[src/rtl/bp_pkg.sv]
// Shared counter encodings and constants for the branch predictor.
// Counter meaning: 00 strong not-taken, 01 weak not-taken, 10 weak taken, 11 strong taken.
package bp_pkg;

  typedef logic [1:0] ctr_t;

  localparam ctr_t CTR_SNT = 2'b00;
  localparam ctr_t CTR_WNT = 2'b01;
  localparam ctr_t CTR_WT  = 2'b10;
  localparam ctr_t CTR_ST  = 2'b11;

  // A newly allocated entry starts weakly taken, so it predicts taken on its first hit.
  localparam ctr_t CTR_INIT_ALLOC = CTR_WT;

  localparam logic [31:0] RESET_PC_INC = 32'd4;

  function automatic logic ctr_predicts_taken(input ctr_t c);
    return c[1];
  endfunction

endpackage

[src/rtl/branch_predictor_if.sv]
// Fetch lookup and EX resolution signals between the pipeline and the predictor.
// Master is the pipeline side; slave is the predictor.
interface branch_predictor_if;

  logic [31:0] fetch_pc;
  logic        pred_taken;
  logic [31:0] pred_target;

  logic        upd_valid;
  logic [31:0] upd_pc;
  logic        upd_taken;
  logic [31:0] upd_target;
  logic        upd_pred_taken;
  logic [31:0] upd_pred_target;
  logic        mispredict;

  modport master (
    output fetch_pc,
    input  pred_taken,
    input  pred_target,
    output upd_valid,
    output upd_pc,
    output upd_taken,
    output upd_target,
    output upd_pred_taken,
    output upd_pred_target,
    input  mispredict
  );

  modport slave (
    input  fetch_pc,
    output pred_taken,
    output pred_target,
    input  upd_valid,
    input  upd_pc,
    input  upd_taken,
    input  upd_target,
    input  upd_pred_taken,
    input  upd_pred_target,
    output mispredict
  );

endinterface

[src/rtl/bp_sat_counter.sv]
// 2-bit saturating counter next-state: step toward taken or not-taken, clamp at the ends.
// Purely combinational, no backpressure.
module bp_sat_counter
  import bp_pkg::*;
(
  input  ctr_t cur,
  input  logic taken,
  output ctr_t nxt
);

  always_comb begin
    nxt = cur;
    if (taken) begin
      if (cur != CTR_ST) nxt = cur + 2'd1;
    end else begin
      if (cur != CTR_SNT) nxt = cur - 2'd1;
    end
  end

endmodule

[src/rtl/branch_predictor.sv]
// Direct-mapped BTB + 2-bit counters: zero-latency lookup, updates visible next cycle, no stalls.
// Optional BP_STATS_EN adds branch and mispredict counters.
module branch_predictor
  import bp_pkg::*;
#(
  parameter int ENTRIES = 64
) (
  input  logic clk,
  input  logic reset,
  branch_predictor_if.slave bp
`ifdef BP_STATS_EN
  ,
  output logic [31:0] stat_branches,
  output logic [31:0] stat_mispred
`endif
);

  localparam int IDX_BITS = $clog2(ENTRIES);
  localparam int TAG_BITS = 30 - IDX_BITS;

  typedef logic [IDX_BITS-1:0] idx_t;
  typedef logic [TAG_BITS-1:0] tag_t;

  logic [ENTRIES-1:0] valid;
  tag_t               tag_mem [ENTRIES];
  logic [31:0]        tgt_mem [ENTRIES];
  ctr_t               ctr_mem [ENTRIES];

  // Lookup side
  idx_t fidx;
  tag_t ftag;
  logic fhit;

  assign fidx = bp.fetch_pc[IDX_BITS+1:2];
  assign ftag = bp.fetch_pc[31:IDX_BITS+2];
  assign fhit = valid[fidx] && (tag_mem[fidx] == ftag);

  assign bp.pred_taken  = fhit && ctr_predicts_taken(ctr_mem[fidx]);
  assign bp.pred_target = bp.pred_taken ? tgt_mem[fidx] : bp.fetch_pc + RESET_PC_INC;

  // Update side
  idx_t uidx;
  tag_t utag;
  logic uhit;
  logic upd_en;
  ctr_t ctr_nxt;

  assign uidx   = bp.upd_pc[IDX_BITS+1:2];
  assign utag   = bp.upd_pc[31:IDX_BITS+2];
  assign uhit   = valid[uidx] && (tag_mem[uidx] == utag);
  assign upd_en = bp.upd_valid && !reset;

  // Instruction-aligned PCs: the byte-offset bits carry no information here.
  logic unused_upd_pc_lsb;
  assign unused_upd_pc_lsb = ^bp.upd_pc[1:0];

  bp_sat_counter u_sat_counter (
    .cur   (ctr_mem[uidx]),
    .taken (bp.upd_taken),
    .nxt   (ctr_nxt)
  );

  assign bp.mispredict = upd_en &&
                         ((bp.upd_taken != bp.upd_pred_taken) ||
                          (bp.upd_taken && (bp.upd_target != bp.upd_pred_target)));

  always_ff @(posedge clk) begin
    if (reset) begin
      valid <= '0;
    end else if (upd_en && !uhit && bp.upd_taken) begin
      valid[uidx] <= 1'b1;
    end
  end

  // Entry payload has no reset; valid alone gates its use. Not-taken misses never allocate.
  always_ff @(posedge clk) begin
    if (upd_en && (uhit || bp.upd_taken)) begin
      tag_mem[uidx] <= utag;
      ctr_mem[uidx] <= uhit ? ctr_nxt : CTR_INIT_ALLOC;
      if (bp.upd_taken) tgt_mem[uidx] <= bp.upd_target;
    end
  end

`ifdef BP_STATS_EN
  always_ff @(posedge clk) begin
    if (reset) begin
      stat_branches <= '0;
      stat_mispred  <= '0;
    end else begin
      if (upd_en)        stat_branches <= stat_branches + 32'd1;
      if (bp.mispredict) stat_mispred  <= stat_mispred + 32'd1;
    end
  end
`endif

endmodule

[src/flat_wrapper.sv]
// flat-port wrapper written by rule: the top's interface ports become plain ports
module branch_predictor_flat import bp_pkg::*;
#(
  parameter int ENTRIES = 64
)
  (clk, reset, bp_fetch_pc, bp_pred_taken, bp_pred_target, bp_upd_valid, bp_upd_pc, bp_upd_taken, bp_upd_target, bp_upd_pred_taken, bp_upd_pred_target, bp_mispredict);
  branch_predictor_if bp_i ();
  input  logic clk;
  input  logic reset;
  input wire logic [$bits(bp_i.fetch_pc)-1:0] bp_fetch_pc;
  output wire logic [$bits(bp_i.pred_taken)-1:0] bp_pred_taken;
  output wire logic [$bits(bp_i.pred_target)-1:0] bp_pred_target;
  input wire logic [$bits(bp_i.upd_valid)-1:0] bp_upd_valid;
  input wire logic [$bits(bp_i.upd_pc)-1:0] bp_upd_pc;
  input wire logic [$bits(bp_i.upd_taken)-1:0] bp_upd_taken;
  input wire logic [$bits(bp_i.upd_target)-1:0] bp_upd_target;
  input wire logic [$bits(bp_i.upd_pred_taken)-1:0] bp_upd_pred_taken;
  input wire logic [$bits(bp_i.upd_pred_target)-1:0] bp_upd_pred_target;
  output wire logic [$bits(bp_i.mispredict)-1:0] bp_mispredict;
  assign bp_i.fetch_pc = bp_fetch_pc;
  assign bp_pred_taken = bp_i.pred_taken;
  assign bp_pred_target = bp_i.pred_target;
  assign bp_i.upd_valid = bp_upd_valid;
  assign bp_i.upd_pc = bp_upd_pc;
  assign bp_i.upd_taken = bp_upd_taken;
  assign bp_i.upd_target = bp_upd_target;
  assign bp_i.upd_pred_taken = bp_upd_pred_taken;
  assign bp_i.upd_pred_target = bp_upd_pred_target;
  assign bp_mispredict = bp_i.mispredict;
  branch_predictor #(.ENTRIES(ENTRIES)) u_core (.clk(clk), .reset(reset), .bp(bp_i));
endmodule
[config.mk]
export PLATFORM = sky130hd
export DESIGN_NAME = branch_predictor_flat
export DESIGN_NICKNAME = d
export VERILOG_FILES = /design/src/rtl/bp_pkg.sv /design/src/rtl/branch_predictor_if.sv /design/src/rtl/bp_sat_counter.sv /design/src/rtl/branch_predictor.sv /design/src/flat_wrapper.sv
export SDC_FILE = /design/constraint.sdc
export NUM_CORES = 2
export LEC_CHECK = 0
export BUFFER_PORTS_ARGS = -buffer_cell sky130_fd_sc_hd__buf_2
export CAP_MARGIN = 20
export CORE_ASPECT_RATIO = 1.1
export CORE_MARGIN = 4
export CORE_UTILIZATION = 36
export CTS_CLUSTER_SIZE = 25
export DETAILED_ROUTE_END_ITERATION = 8
export GPL_ROUTABILITY_DRIVEN = 1
export HOLD_SLACK_MARGIN = 0.02
export PLACE_DENSITY = 0.55
export RECOVER_POWER = 50
export SYNTH_ARGS = -nofsm -noshare
export SYNTH_HDL_FRONTEND = slang
export SYNTH_HIERARCHICAL = 1
export SYNTH_SLANG_ARGS = --single-unit
[constraint.sdc]
create_clock -name clk -period 11.3 [get_ports clk]
set_input_delay 0.565 -clock clk [delete_from_list [all_inputs] [get_ports clk]]
set_output_delay 0.565 -clock clk [all_outputs]
set_load 0.01 [all_outputs]
==> impl_metrics.env <==
export IMPL_finish_utilization_pct=41.4
export IMPL_leakagePower_nw=57.1
export IMPL_min_to="u_core/valid[5]"
export IMPL_synth_area_um2=160000
export IMPL_layout_common_cells="edfxtp_1, mux4_2, clkbuf_16"
export IMPL_violations="capacitance limit, slew limit"
export IMPL_final_cell_area_um2=183000
export IMPL_final_cells=14600
export IMPL_start_kind="input pin"
export IMPL_finalHoldViolCount=0
export IMPL_critical_path_class="input pin to register"
export IMPL_ir_drop_mv=0.160
export IMPL_worst_pin_slew_ns=3.68
export IMPL_synth_area_leaders="edfxtp_1, mux4_2, mux2i_1"
export IMPL_via_per_inst=6.42
export IMPL_p_switching_w=0.00709
export IMPL_hold_path_depth=2
export IMPL_clkPwrFrac_pct=43.2
export IMPL_ys_seq_elements=3776
export IMPL_min_period_over_period_pct=78.7
export IMPL_slew_headroom_pct=-145
export IMPL_power_density_nw_per_um2=169
export IMPL_outcome="finished, violations left"
export IMPL_drt_pass1_iterations=8
export IMPL_dr_first_iter_drc_count=14800
export IMPL_sw_frac_of_total_pct=22.8
export IMPL_wl_per_cell_um=39.7
export IMPL_synth_ff_type="edfxtp_1"
export IMPL_ant_nets=0
export IMPL_start_util_pct=36.2
export IMPL_syn_nets=8069
export IMPL_synth_top_area_share_pct=69.6
export IMPL_grt_overflow=0
export IMPL_synth_edf_count=3712
export IMPL_max_freq_ghz=0.112
export IMPL_gp_congestion=0.916
export IMPL_fin_setup_tns_ns=0
export IMPL_reg2reg_slack_ns=4.88
export IMPL_first_global_vias=91000
export IMPL_ys_types=83
export IMPL_clockBufferDepth=4
export IMPL_wl_um=580000
export IMPL_skew_ns=0.0542
export IMPL_design_power_total_w=0.0311
export IMPL_htree_levels=5
export IMPL_avgSynthCellArea_um2=20.2
export IMPL_grt_pass1_wl_um=782000
export IMPL_grt_usage_pct=24.7
export IMPL_die_w_um=644
export IMPL_die_area_um2=456000
export IMPL_seqPwrFrac_pct=49.7
export IMPL_drc=0
export IMPL_place_hpwl_um=340000
export IMPL_drv_cap=70
export IMPL_core_um2=443000
export IMPL_pwr_share_comb_pct=7.1
export IMPL_fin_nets=8449
export IMPL_cell_internal_pwr_w=0.0240
export IMPL_hp_start="u_core/valid[5]"
export IMPL_ys_warn_count=6
export IMPL_clockRootBuffer="clkbuf_16"
export IMPL_min_path_type="register to register"
export IMPL_cts_buffers=400
export IMPL_ff2ff_path_depth=12
export IMPL_yosysTopAreaCell="edfxtp_1"
export IMPL_ys_seq_area_share_pct=70.4
export IMPL_cts_resized=0
export IMPL_syn_to_final_growth_pct=14.5
export IMPL_antenna_found_initial=54
export IMPL_finalSetupViolCount=0
export IMPL_min_period_ns=8.89
export IMPL_drive_above_1_share_pct=29.4
export IMPL_dp_cells=13800
export IMPL_port_buffers=164
export IMPL_insertion_delay_ns=0.99
export IMPL_ys_async_sr_fraction_pct=0
export IMPL_r2r_end="u_core/tag_mem[36][12]"
export IMPL_end_kind="register"
export IMPL_place_area_um2=170000
export IMPL_num_rows=256
export IMPL_die_y_um=708
export IMPL_crit_arrival_ns=9.09
export IMPL_vias=93700
export IMPL_final_common_cell="edfxtp_1"
export IMPL_cts_sinks=3776
export IMPL_drv_slew=3931
export IMPL_num_io_pins=167
export IMPL_cts_tree="yes"
export IMPL_grt_start_max_net_pins=125
export IMPL_r2r_start="u_core/tag_mem[62][12]"
export IMPL_crit_fanout=65
export IMPL_rsz0062_at_grt="no"
export IMPL_clkTransAtPathRegs_ns=0.06
export IMPL_crit_required_ns=11.50
export IMPL_synthCells=7935
[worst max-delay path: stages]
cell and delay, ns:
buf_2 0.08, clkbuf_1 1.91, nand2b_1 2.70, nor2_1 0.89, nand2_1 0.26, clkbuf_1 1.22, nor2_4 -0.05, clkbuf_1 1.34
[worst max path at each step]
stage                         from                     end  slack (ns)  cells past startpoint
global route                 reset  u_core/tgt_mem[24][16]        2.13                      8
CTS                 bp_fetch_pc[2]       bp_pred_target[7]        3.68                     15
floorplan             bp_upd_pc[4]   u_core/ctr_mem[60][0]        4.90                     14
global placement      bp_upd_pc[4]  u_core/tag_mem[38][12]        3.38                     15
finish                       reset  u_core/tgt_mem[24][15]        2.41                      8
detailed placement    bp_upd_pc[3]   u_core/tag_mem[36][3]        3.49                     15
[synthesized netlist by cell type, drive strengths merged, types with 97 or more instances]
cell type,n
buf,355
nor2,138
mux2i,362
nand2,171
mux4,1176
mux2,130
a22oi,207
o22ai,97
clkbuf,246
a221oi,200
edfxtp,3712
a21oi,116
[layout make-up]
cell class / count / area [um^2]
Sequential cell: 3776 / 113000
Clock inverter: 250 / 2840
Inverter: 59 / 238
Clock buffer: 484 / 10400
Antenna cell: 21 / 52.6
Multi-Input combinational cell: 3499 / 45400
Fill cell: 38900 / 259000
Timing Repair Buffer: 579 / 4240
Tap cell: 5934 / 7420
[power by group through the flow]
stage / Combinational (W) / Sequential, W / Clock, W
2_1_floorplan: 0.00112 / 0.0157 / 0
3_3_place_gp: 0.00215 / 0.0157 / 0
3_5_place_dp: 0.00217 / 0.0157 / 0
4_1_cts: 0.00218 / 0.0154 / 0.0136
5_1_grt: 0.00226 / 0.0154 / 0.0142
6_report: 0.00221 / 0.0154 / 0.0134
[what timing repair did]
action	in CTS	in global routing
buffers inserted	0	0
hold buffers	0	7
setup endpoints to repair	0	0
endpoints found under the hold margin	0	65
[logic make-up (layout without fill, tap and decap cells)]
kind of cell,Yosys count,after routing,synth area share [%]
adder cells (fa/ha/maj),3,3,0.0219
flip-flops,3776,3776,70.4
AND/OR/NAND/NOR,676,676,2.39
buffers and inverters,660,1372,2.01
XOR/XNOR,105,105,0.574
other,0,21,0
AO/OA/AOI/OAI,1047,1047,4.89
multiplexers,1668,1668,19.7
[through the flow]
step,setup slack [ns],hold slack [ns]
global route,2.13,0.498
CTS,3.68,0.111
floorplan,4.90,0.441
detailed placement,3.49,0.461
global placement,3.38,0.448
finish,2.41,0.470
[metal layers]
layer | vias up | wire [um] | track usage [%]
met5 | - | 159 | 0
met4 | 26 | 31500 | 10.9
met3 | 1491 | 67500 | 6.53
met1 | 50500 | 216000 | 32.8
li1 | 35000 | - | -
met2 | 6758 | 264000 | 38.2
[flip-flops by register name, summed over array words and instances, names as in the netlist]
signal	count
u_core/tgt_mem	2048
u_core/tag_mem	1536
u_core/valid	64
u_core/ctr_mem	128
Note: power is estimated with default switching activity, not from simulation.
